$ cat src/rtl/wb_stage_pkg.sv
// Shared opcode codes and writeback FSM encodings for the writeback stage.
package wb_stage_pkg;

    typedef enum logic [3:0] {
        OP_ADD  = 4'h0,
        OP_SUB  = 4'h1,
        OP_NAND = 4'h2,
        OP_XOR  = 4'h3,
        OP_INC  = 4'h4,
        OP_SRA  = 4'h5,
        OP_SRL  = 4'h6,
        OP_SLL  = 4'h7,
        OP_LW   = 4'h8,
        OP_SW   = 4'h9,
        OP_LHB  = 4'hA,
        OP_LLB  = 4'hB,
        OP_B    = 4'hC,
        OP_CALL = 4'hD,
        OP_RET  = 4'hE,
        OP_HLT  = 4'hF
    } opcode_t;

    typedef enum logic [2:0] {
        IDLE,
        WRITE,
        WAIT_MEM,
        HALT,
        HALTED
    } wb_state_t;

    // What an accepted instruction asks of the writeback stage.
    typedef enum logic [1:0] {
        WB_NONE,
        WB_REG,
        WB_LOAD,
        WB_STOP
    } wb_kind_t;

    localparam logic [3:0] LINK_REG = 4'd15;

endpackage

$ cat src/rtl/wb_stage_sel.sv
// Per-opcode decode of writeback kind, destination register and write data.
module wb_stage_sel
    import wb_stage_pkg::*;
(
    input  logic [3:0]  opcode,
    input  logic [3:0]  dst_addr,
    input  logic [15:0] result,
    output wb_kind_t    kind,
    output logic [3:0]  sel_addr,
    output logic [15:0] sel_data
);

    always_comb begin
        kind     = WB_NONE;
        sel_addr = dst_addr;
        sel_data = result;
        case (opcode_t'(opcode))
            OP_ADD, OP_SUB, OP_NAND, OP_XOR, OP_INC,
            OP_SRA, OP_SRL, OP_SLL, OP_LHB, OP_LLB: kind = WB_REG;
            // Link-register writes ignore the encoded destination field.
            OP_CALL, OP_RET: begin
                kind     = WB_REG;
                sel_addr = LINK_REG;
            end
            OP_LW:   kind = WB_LOAD;
            OP_HLT:  kind = WB_STOP;
            default: kind = WB_NONE;
        endcase
    end

endmodule

$ cat src/rtl/wb_stage.sv
// Writeback stage: registered register-file write port, load wait and halt sequencing.
// Define WB_STAGE_FWD_EN to add the fwd_* bypass ports for the ID stage.
module wb_stage
    import wb_stage_pkg::*;
(
    input  logic        clk,
    input  logic        rst,
    input  logic        in_valid,
    output logic        in_ready,
    input  logic [3:0]  in_opcode,
    input  logic [3:0]  in_dst_addr,
    input  logic [15:0] in_result,
    input  logic [15:0] mem_rdata,
    input  logic        mem_rvalid,
    output logic [3:0]  dst_addr,
    output logic [15:0] dst,
    output logic        we,
    output logic        hlt,
    output logic        halted
`ifdef WB_STAGE_FWD_EN
    ,
    output logic        fwd_valid,
    output logic [3:0]  fwd_addr,
    output logic [15:0] fwd_data
`endif
);

    wb_state_t   state;
    wb_state_t   state_next;
    wb_kind_t    kind;
    logic [3:0]  sel_addr;
    logic [15:0] sel_data;
    logic [3:0]  addr_next;
    logic [15:0] data_next;
    logic        accept;

    wb_stage_sel u_sel (
        .opcode   (in_opcode),
        .dst_addr (in_dst_addr),
        .result   (in_result),
        .kind     (kind),
        .sel_addr (sel_addr),
        .sel_data (sel_data)
    );

    assign accept = in_valid && in_ready;

    // dst_addr doubles as the pending load destination while in WAIT_MEM.
    always_comb begin
        state_next = state;
        addr_next  = dst_addr;
        data_next  = dst;
        case (state)
            IDLE, WRITE: begin
                state_next = IDLE;
                if (accept) begin
                    case (kind)
                        WB_REG: begin
                            state_next = WRITE;
                            addr_next  = sel_addr;
                            data_next  = sel_data;
                        end
                        WB_LOAD: begin
                            state_next = WAIT_MEM;
                            addr_next  = sel_addr;
                        end
                        WB_STOP: state_next = HALT;
                        default: state_next = IDLE;
                    endcase
                end
            end
            WAIT_MEM: begin
                if (mem_rvalid) begin
                    state_next = WRITE;
                    data_next  = mem_rdata;
                end
            end
            HALT:     state_next = HALTED;
            HALTED:   state_next = HALTED;
            default:  state_next = IDLE;
        endcase
    end

    // Outputs are decoded from the next state so every port comes straight from a flop.
    always_ff @(posedge clk) begin
        if (rst) begin
            state    <= IDLE;
            in_ready <= 1'b1;
            we       <= 1'b0;
            dst_addr <= '0;
            dst      <= '0;
            hlt      <= 1'b0;
            halted   <= 1'b0;
        end else begin
            state    <= state_next;
            in_ready <= (state_next == IDLE) || (state_next == WRITE);
            we       <= (state_next == WRITE) && (addr_next != 4'd0);
            dst_addr <= addr_next;
            dst      <= data_next;
            hlt      <= (state_next == HALT);
            halted   <= (state_next == HALTED);
        end
    end

`ifdef WB_STAGE_FWD_EN
    assign fwd_valid = we;
    assign fwd_addr  = dst_addr;
    assign fwd_data  = dst;
`endif

endmodule

$ cat config.mk
export PLATFORM = sky130hd
export DESIGN_NAME = wb_stage
export DESIGN_NICKNAME = d
export VERILOG_FILES = /design/src/rtl/wb_stage_pkg.sv /design/src/rtl/wb_stage_sel.sv /design/src/rtl/wb_stage.sv
export SDC_FILE = /design/constraint.sdc
export NUM_CORES = 1
export LEC_CHECK = 0
export ABC_CLOCK_PERIOD_IN_PS = 2100
export BUFFER_PORTS_ARGS = -buffer_cell sky130_fd_sc_hd__clkbuf_2
export CAP_MARGIN = 20
export CORE_UTILIZATION = 43
export DETAILED_ROUTE_END_ITERATION = 12
export PLACE_DENSITY = 0.78
export SLEW_MARGIN = 20
export SYNTH_ARGS = -nofsm -noshare
export SYNTH_HDL_FRONTEND = slang
export SYNTH_SLANG_ARGS = --single-unit
$ cat constraint.sdc
create_clock -name clk -period 2.1 [get_ports clk]
set_clock_uncertainty 0.2 [all_clocks]
set_input_delay 0.21 -clock clk [delete_from_list [all_inputs] [get_ports clk]]
set_output_delay 0.21 -clock clk [all_outputs]
set_load 0.05 [all_outputs]
==> Implementation_results.wiki, run 1 <==
{| class="wikitable"
! Metric !! Value
|-
| Result of the run || completed
|-
| Fraction of layout instances using a drive strength above 1 || 0.3786
|-
| Highest net fanout along the worst path || 16
|-
| Yosys synthesis warning count || 0
|-
| Core footprint || 2734 um^2
|-
| Number of failing hold endpoints at the final stage || 0
|-
| Per-instance average area after synthesis || ~9.5 um^2
|-
| Number of slew-limit violations in the final report || 0
|-
| Critical-path top delay cell || sky130_fd_sc_hd__dfxtp_1
|-
| Worst setup slack after placement || 156.7 ps
|-
| Library cell used as clock root buffer || sky130_fd_sc_hd__clkbuf_4
|-
| Final sum of negative setup slack || 0 ps
|-
| Required time worst endpoint || around 2100 ps
|-
| Number of optimization iterations in the first detailed-route pass || 6
|-
| Capture instance of the worst register-to-register path || dst[4]
|-
| Number of maximum-capacitance constraint violations || 0
|-
| Vias || 1236
|-
| Transition time at the pin with the least slew margin || 470.4 ps
|-
| Starting utilization of the core area || 0.4513
|-
| Longest individual stage delay on the worst path || ~460 ps
|-
| Crit path from || state[1]
|-
| Endpoint, Worst Hold || dst[1]
|-
| Cells after Synth || 130
|-
| Number of antenna diodes || 0
|-
| Net count reported at finish || 252
|-
| Die W || 55.57 um
|-
| Maximum operating frequency || 0.5891 GHz
|-
| Vias in the first global route || 1267
|-
| Total Power Consumption || roughly 1.2 mW
|-
| First-pass GRT wire length || a little over 5 mm
|-
| Final Critical Period || around 1700 ps
|-
| CP Data Arrival Time || about 1700 ps
|-
| Distinct cell type count of the synthesized netlist || 34
|-
| TritonCTS clock tree || done
|-
| Largest area contributor in the synthesized netlist || sky130_fd_sc_hd__dfxtp_1
|-
| Total power per unit cell area || roughly 690 nW/um^2
|-
| RSZ-0062 raised after global routing || no
|-
| Post-route antenna net violation count || 0
|-
| Kind of critical path || reg -> reg
|-
| Fill cell instance count of the final layout || 231
|-
| Pin count of the biggest net entering global routing || 33
|-
| Site row count || 19
|-
| Worst slew margin relative to its limit || 0.6864
|-
| Netlist Area Pre-Place || 1234 um^2
|-
| Layout Utilization || 0.6275
|-
| Final setup vio count || 0
|-
| CTS H-tree lvls || 1
|-
| Overflow left after global routing || 0
|-
| Share of synthesized area occupied by flip-flops and latches || 0.4381
|-
| Die H || 55.57 um
|-
| Flop and latch count out of synthesis || 27
|-
| Hold path depth || 3
|-
| Detailed Route Iter0 Violations || 17
|-
| GRT Resource Usage Total || 0.2042
|-
| DP Wirelength || 2.179 mm
|-
| Hold Path Class || in -> reg
|-
| Worst skew pair latency || 310 ps
|-
| Area growth from synthesis to layout || 39.05%
|-
| Drt drc || 0
|-
| Number of top-level pins || 68
|-
| Share of the synthesized area in the top cell type || 0.4381
|-
| Post-route clock period utilization || 0.8083
|-
| Port Buf Inserts || 67
|-
| Clock slew seen by the registers of the worst setup and hold paths || 140 ps
|-
| Sort of element at the start of the critical path || flop
|-
| Register-to-register path setup slack || 400 ps
|-
| TritonCTS buffer count || 3
|-
| Worst Min Path Start || in_result[1]
|-
| Main area contributors after synthesis || sky130_fd_sc_hd__dfxtp_1 (44%), sky130_fd_sc_hd__mux2i_1 (13%), sky130_fd_sc_hd__a211oi_1 (9.7%), sky130_fd_sc_hd__nor2_1 (7.6%), sky130_fd_sc_hd__nor3_1 (2.0%)
|-
| Wire length after detailed routing || about 2.9 mm
|-
| Number of vias per cell after detailed routing || roughly 5.2
|-
| Leak || 0.7634 nW
|-
| DIE AREA || between 3000 and 4000 um^2
|-
| Critical path cell sequence || nor3b_4, buf_4, mux2i_1, a211oi_1
|-
| Number of buffers between clock root and the deepest sink || 2
|-
| Synthesized Nets || around 180
|-
| Final routed wire length divided by cell count || 12.32 um
|-
| Number of sinks driven by the clock tree || 27
|-
| Setup fix buffers added after clock tree synthesis || 0
|-
| Least setup slack across all paths after layout || roughly 400 ps
|-
| Routability cong. || around 0.77
|-
| Number of antenna violations at the first check in global routing || 0
|-
| Worst-case vdd ir drop || 0.4237 mV
|-
| Worst-case reg-to-reg path depth || 4
|-
| Startpoint of the most critical register-to-register path || state[1]
|-
| Type of element capturing the critical path || flop
|}
## per-layer routing
metal | wire length [um] | vias up | GRT usage | part of all wire
met5 | 0 | - | 0 | 0
met4 | 76 | 0 | 0.1179 | 0.026
met3 | 131 | 10 | 0.03513 | 0.045
met2 | 1517 | 47 | 0.3597 | 0.52
met1 | 1194 | 552 | 0.2300 | 0.41
li1 | - | 627 | - | -
## per-stage QoR
stage	std cells	instance area, um^2	hold slack (ps)
finish	237	1715	4.143
global route	237	1715	9.702
CTS	237	1715	2.683
detailed placement	223	1589	293.2
global placement	223	1589	288.3
floorplan	130	1234	89.31
## flip-flops by register name, indices dropped and copies added, names as in the netlist
register	count
we	1
hlt	1
in_ready	1
state	3
halted	1
dst	16
dst_addr	4
## cells in the mapped netlist
cell type                    n
sky130_fd_sc_hd__buf_6       1
sky130_fd_sc_hd__nand3b_1    2
sky130_fd_sc_hd__inv_1       3
sky130_fd_sc_hd__o22ai_1     1
sky130_fd_sc_hd__nand4bb_1   1
sky130_fd_sc_hd__buf_2       2
sky130_fd_sc_hd__o21ai_1     2
sky130_fd_sc_hd__and2_2      1
sky130_fd_sc_hd__a31oi_1     1
sky130_fd_sc_hd__or4_1       1
sky130_fd_sc_hd__nand3_1     1
sky130_fd_sc_hd__a21oi_2     1
sky130_fd_sc_hd__o21a_1      1
sky130_fd_sc_hd__ha_1        1
sky130_fd_sc_hd__mux2i_1    16
sky130_fd_sc_hd__and4bb_2    1
sky130_fd_sc_hd__dfxtp_1    27
sky130_fd_sc_hd__clkbuf_1    3
sky130_fd_sc_hd__xor2_1      1
sky130_fd_sc_hd__nand4b_1    1
sky130_fd_sc_hd__and3_1      2
sky130_fd_sc_hd__a311o_1     1
sky130_fd_sc_hd__nor2_1     25
sky130_fd_sc_hd__and2_1      1
sky130_fd_sc_hd__nor3_1      5
sky130_fd_sc_hd__a21oi_1     4
sky130_fd_sc_hd__o21ai_0     2
sky130_fd_sc_hd__nand2_1     1
sky130_fd_sc_hd__or3b_2      1
sky130_fd_sc_hd__nor4_2      1
sky130_fd_sc_hd__buf_12      1
sky130_fd_sc_hd__nor2b_1     1
sky130_fd_sc_hd__nor3b_2     1
sky130_fd_sc_hd__a211oi_1   16
## cells in the final DEF, fill, tap and decap left out, types with 2 or more instances in the layout
cell type / instances
sky130_fd_sc_hd__nand3b_1: 2
sky130_fd_sc_hd__dfxtp_1: 27
sky130_fd_sc_hd__inv_1: 3
sky130_fd_sc_hd__o21ai_0: 2
sky130_fd_sc_hd__nor3_1: 5
sky130_fd_sc_hd__a21oi_1: 4
sky130_fd_sc_hd__and3_1: 2
sky130_fd_sc_hd__clkbuf_4: 3
sky130_fd_sc_hd__o21ai_1: 2
sky130_fd_sc_hd__a211oi_1: 16
sky130_fd_sc_hd__nor2_1: 25
sky130_fd_sc_hd__clkbuf_2: 67
sky130_fd_sc_hd__dlygate4sd3_1: 10
sky130_fd_sc_hd__mux2i_1: 16
## cell families after synthesis
kind of cell / share of synthesized area
mux: 0.1298
fa+ha+maj: 0.01014
xor+xnor: 0.007101
simple gates: 0.2018
flops: 0.4381
buf+inv: 0.05172
compound gates: 0.1613
## layout make-up
cell class	instances	area (um^2)	share of cell area
Inverter	3	11.26	0.006565
Timing Repair Buffer	79	462.9	0.2699
Tap cell	31	38.79	0.02261
Sequential cell	27	540.5	0.3151
Clock buffer	4	26.28	0.01532
Multi-Input combinational cell	93	635.6	0.3705
## power breakdown
group / internal [mW] / total, mW / switching (mW)
combinational: 0.128 / 0.386 / 0.258
sequential: 0.556 / 0.583 / 0.0262
clock: 0.0742 / 0.220 / 0.146
## worst max-delay path: cells and delay by family, from the launching register on
kind / cells / cell delay [ps]
AO/OA/AOI/OAI: 1 / 100
buffers and inverters: 1 / 310
flip-flops: 1 / 460
multiplexers: 1 / 250
AND/OR/NAND/NOR: 1 / 250
## worst max path at each step
stage                   end  slack (ps)  cells past startpoint
floorplan                we         330                      4
global placement     dst[1]         220                      9
detailed placement   dst[0]         160                      9
CTS                  dst[4]         400                      4
global route        dst[13]         270                      4
finish               dst[4]         400                      4
## repair_timing
item	CTS	global route
endpoints found under the hold margin	10	0
hold buffers	10	0
endpoints found under the setup margin	0	0
resized for setup	0	0
(Power assumes the default switching activity.)
==> inputs of run 2 (changes only) <==
- ABC_CLOCK_PERIOD_IN_PS: 2100 -> 1520
- CORE_UTILIZATION: 43 -> 39
- PLACE_DENSITY: 0.78 -> 0.74
- clock period: 2.1 -> 1.52 ns (I/O delays scaled with it)
==> Implementation_results.wiki, run 2 (synthesis gave the netlist of run 1 again) <==
{| class="wikitable"
! Metric !! Value
|-
| Capture instance of the worst register-to-register path || dst[12]
|-
| Worst slew margin relative to its limit || 0.8068
|-
| Longest individual stage delay on the worst path || 220 ps
|-
| Worst-case reg-to-reg path depth || 6
|-
| Register-to-register path setup slack || -20 ps
|-
| Worst setup slack after placement || -309.5 ps
|-
| Final setup vio count || 3
|-
| Final sum of negative setup slack || -46.52 ps
|-
| Die W || 58.25 um
|-
| Number of maximum-capacitance constraint violations || 0
|-
| Hold Path Class || in -> reg
|-
| Drt drc || 1
|-
| Most used cell along the critical path || sky130_fd_sc_hd__buf_6
|-
| Number of sinks driven by the clock tree || 27
|-
| Vias in the first global route || 1439
|-
| Instance count after placement with tap cells included || 245
|-
| DP Wirelength || 2.233 mm
|-
| Critical-path top delay cell || sky130_fd_sc_hd__a21oi_2
|-
| First-pass GRT wire length || 5.940 mm
|-
| Largest registers ranked by flip-flop count || dst (16), dst_addr (4), state (3)
|-
| Core footprint || 3028 um^2
|-
| Register with the most flip-flops || dst
|-
| Final instance area || 2281 um^2
|-
| Most frequent cells in the layout || sky130_fd_sc_hd__clkbuf_2 (67), sky130_fd_sc_hd__dlygate4sd3_1 (37), sky130_fd_sc_hd__nor2_1 (23), sky130_fd_sc_hd__dfxtp_1 (23), sky130_fd_sc_hd__buf_4 (15)
|-
| Number of slew-limit violations in the final report || 0
|-
| Fraction of layout instances using a drive strength above 1 || 0.4741
|-
| Worst skew pair latency || 310 ps
|-
| Number of vias per cell after detailed routing || 4.766
|-
| Starting utilization of the core area || 0.4074
|-
| Layout Utilization || 0.7533
|-
| CTS H-tree lvls || 1
|-
| Final routed wire length divided by cell count || 13.82 um
|-
| Number of buffers between clock root and the deepest sink || 2
|-
| Pin count of the biggest net entering global routing || 23
|-
| Post-route antenna net violation count || 0
|-
| Leading cell type in the layout, fill and taps excluded || sky130_fd_sc_hd__clkbuf_2
|-
| Leak || 0.9957 nW
|-
| Die H || 58.25 um
|-
| Number of failing hold endpoints at the final stage || 1
|-
| Area growth from synthesis to layout || 84.89%
|-
| Sort of element at the start of the critical path || input pin
|-
| Port Buf Inserts || 67
|-
| Number of antenna diodes || 0
|-
| RSZ-0062 raised after global routing || yes
|-
| Site row count || 20
|-
| Hold WS || -8.825 ps
|-
| GRT Resource Usage Total || 0.2315
|-
| Worst-case vdd ir drop || 0.5801 mV
|-
| Number of top-level pins || slightly below 70
|-
| Kind of critical path || in -> reg
|-
| Post-route clock period utilization || 1.021
|-
| Net count reported at finish || 297
|-
| Hold path depth || 3
|-
| Maximum operating frequency || around 0.64 GHz
|-
| Placement-stage cell area || 1690 um^2
|-
| Endpoint, Worst Hold || in_ready
|-
| Library cell used as clock root buffer || sky130_fd_sc_hd__clkbuf_4
|-
| Highest net fanout along the worst path || 6
|-
| Violations in the final reports || design-rule violations, negative hold slack, negative setup slack
|-
| Number of antenna violations at the first check in global routing || 0
|-
| Count of buffer and inverter cells on the critical path || 3
|-
| Startpoint of the most critical register-to-register path || state[1]
|-
| CP Data Arrival Time || 1600 ps
|-
| Result of the run || finished with violations
|-
| Type of element capturing the critical path || flop
|-
| Detailed Route Iter0 Violations || 41
|-
| Critical path cell sequence || clkbuf_2, and3_4, o21ai_4, ha_2, nand4b_1, a21oi_2, buf_6, buf_6, nor2_1, a211oi_1
|-
| Least setup slack across all paths after layout || -32.47 ps
|-
| Gate family responsible for the most delay along the worst path || compound AO/OA/AOI/OAI gates
|-
| Wire length after detailed routing || 4.076 mm
|-
| Overflow left after global routing || 0
|-
| Routability cong. || 0.8258
|-
| Total Power Consumption || around 1.8 mW
|-
| TritonCTS clock tree || done
|-
| Worst Min Path Start || mem_rvalid
|-
| Final std cells w/o fill || 295
|-
| DIE AREA || ~3400 um^2
|-
| TritonCTS buffer count || 3
|-
| Transition time at the pin with the least slew margin || 291.1 ps
|-
| Clock slew seen by the registers of the worst setup and hold paths || 140 ps
|-
| Required time worst endpoint || 1560 ps
|-
| Total power per unit cell area || 790.5 nW/um^2
|-
| Max FFs per register || 16
|-
| Number of optimization iterations in the first detailed-route pass || 8
|-
| Final Critical Period || ~1600 ps
|-
| Vias || approximately 1400
|}
==> run 2: changes by cell type in the layout (fill, tap and decap cells not counted), moves of 3 or more <==
cell                            previous run  this run
sky130_fd_sc_hd__a211oi_1                 16        12
sky130_fd_sc_hd__a211oi_2                  0         4
sky130_fd_sc_hd__buf_4                     1        15
sky130_fd_sc_hd__buf_6                     0         3
sky130_fd_sc_hd__dfxtp_1                  27        23
sky130_fd_sc_hd__dlygate4sd3_1            10        37
==> run 2: cell type report <==
cell class / count / area, um^2
clock buffer: 3 / 22.52
fill: 229 / 747.0
tap: 44 / 55.05
timing repair buffer: 124 / 887.1
sequential: 27 / 550.5
multi-input combinational: 93 / 749.5
inverter: 3 / 11.26
clock inverter: 1 / 5.005
==> run 2: repair_timing <==
item	in CTS	in global routing
gates resized for setup	9	24
setup endpoints to repair	24	23
setup buffers	2	7
cloned	0	1
hold buffers	36	1
hold endpoints to repair	22	1
pin swaps	0	10
==> run 2: worst register-to-register path, cell delays in order (launching register included) <==
cell,delay [ps]
sky130_fd_sc_hd__dfxtp_4,390
sky130_fd_sc_hd__nand4b_1,190
sky130_fd_sc_hd__a21oi_2,230
sky130_fd_sc_hd__buf_6,160
sky130_fd_sc_hd__buf_6,120
sky130_fd_sc_hd__nor2_1,40
sky130_fd_sc_hd__a211oi_1,150
==> run 2: metal layers <==
metal | vias to the layer above | wire [um] | global-route usage
li1 | 720 | - | -
met1 | 646 | 1576 | 0.2278
met2 | 34 | 2337 | 0.4680
met3 | 6 | 96 | 0.03571
met4 | 0 | 65 | 0.09864
met5 | - | 0 | 0
==> run 2: report_power, final <==
part	switching, mW	internal (mW)
clock network	0.205	0.0983
logic	0.410	0.283
registers	0.0397	0.767
total	0.655	1.15
==> run 2: worst max path at each step <==
stage	from	end	slack, ps	cells past startpoint
after global routing	state[1]	dst[12]	-100	6
after floorplan	in_opcode[1]	dst[10]	-60	8
after CTS	state[1]	in_ready	9	4
final	in_opcode[1]	dst[12]	-30	10
after global placement	in_opcode[1]	dst[2]	-250	9
after detailed placement	in_opcode[1]	dst[6]	-310	9
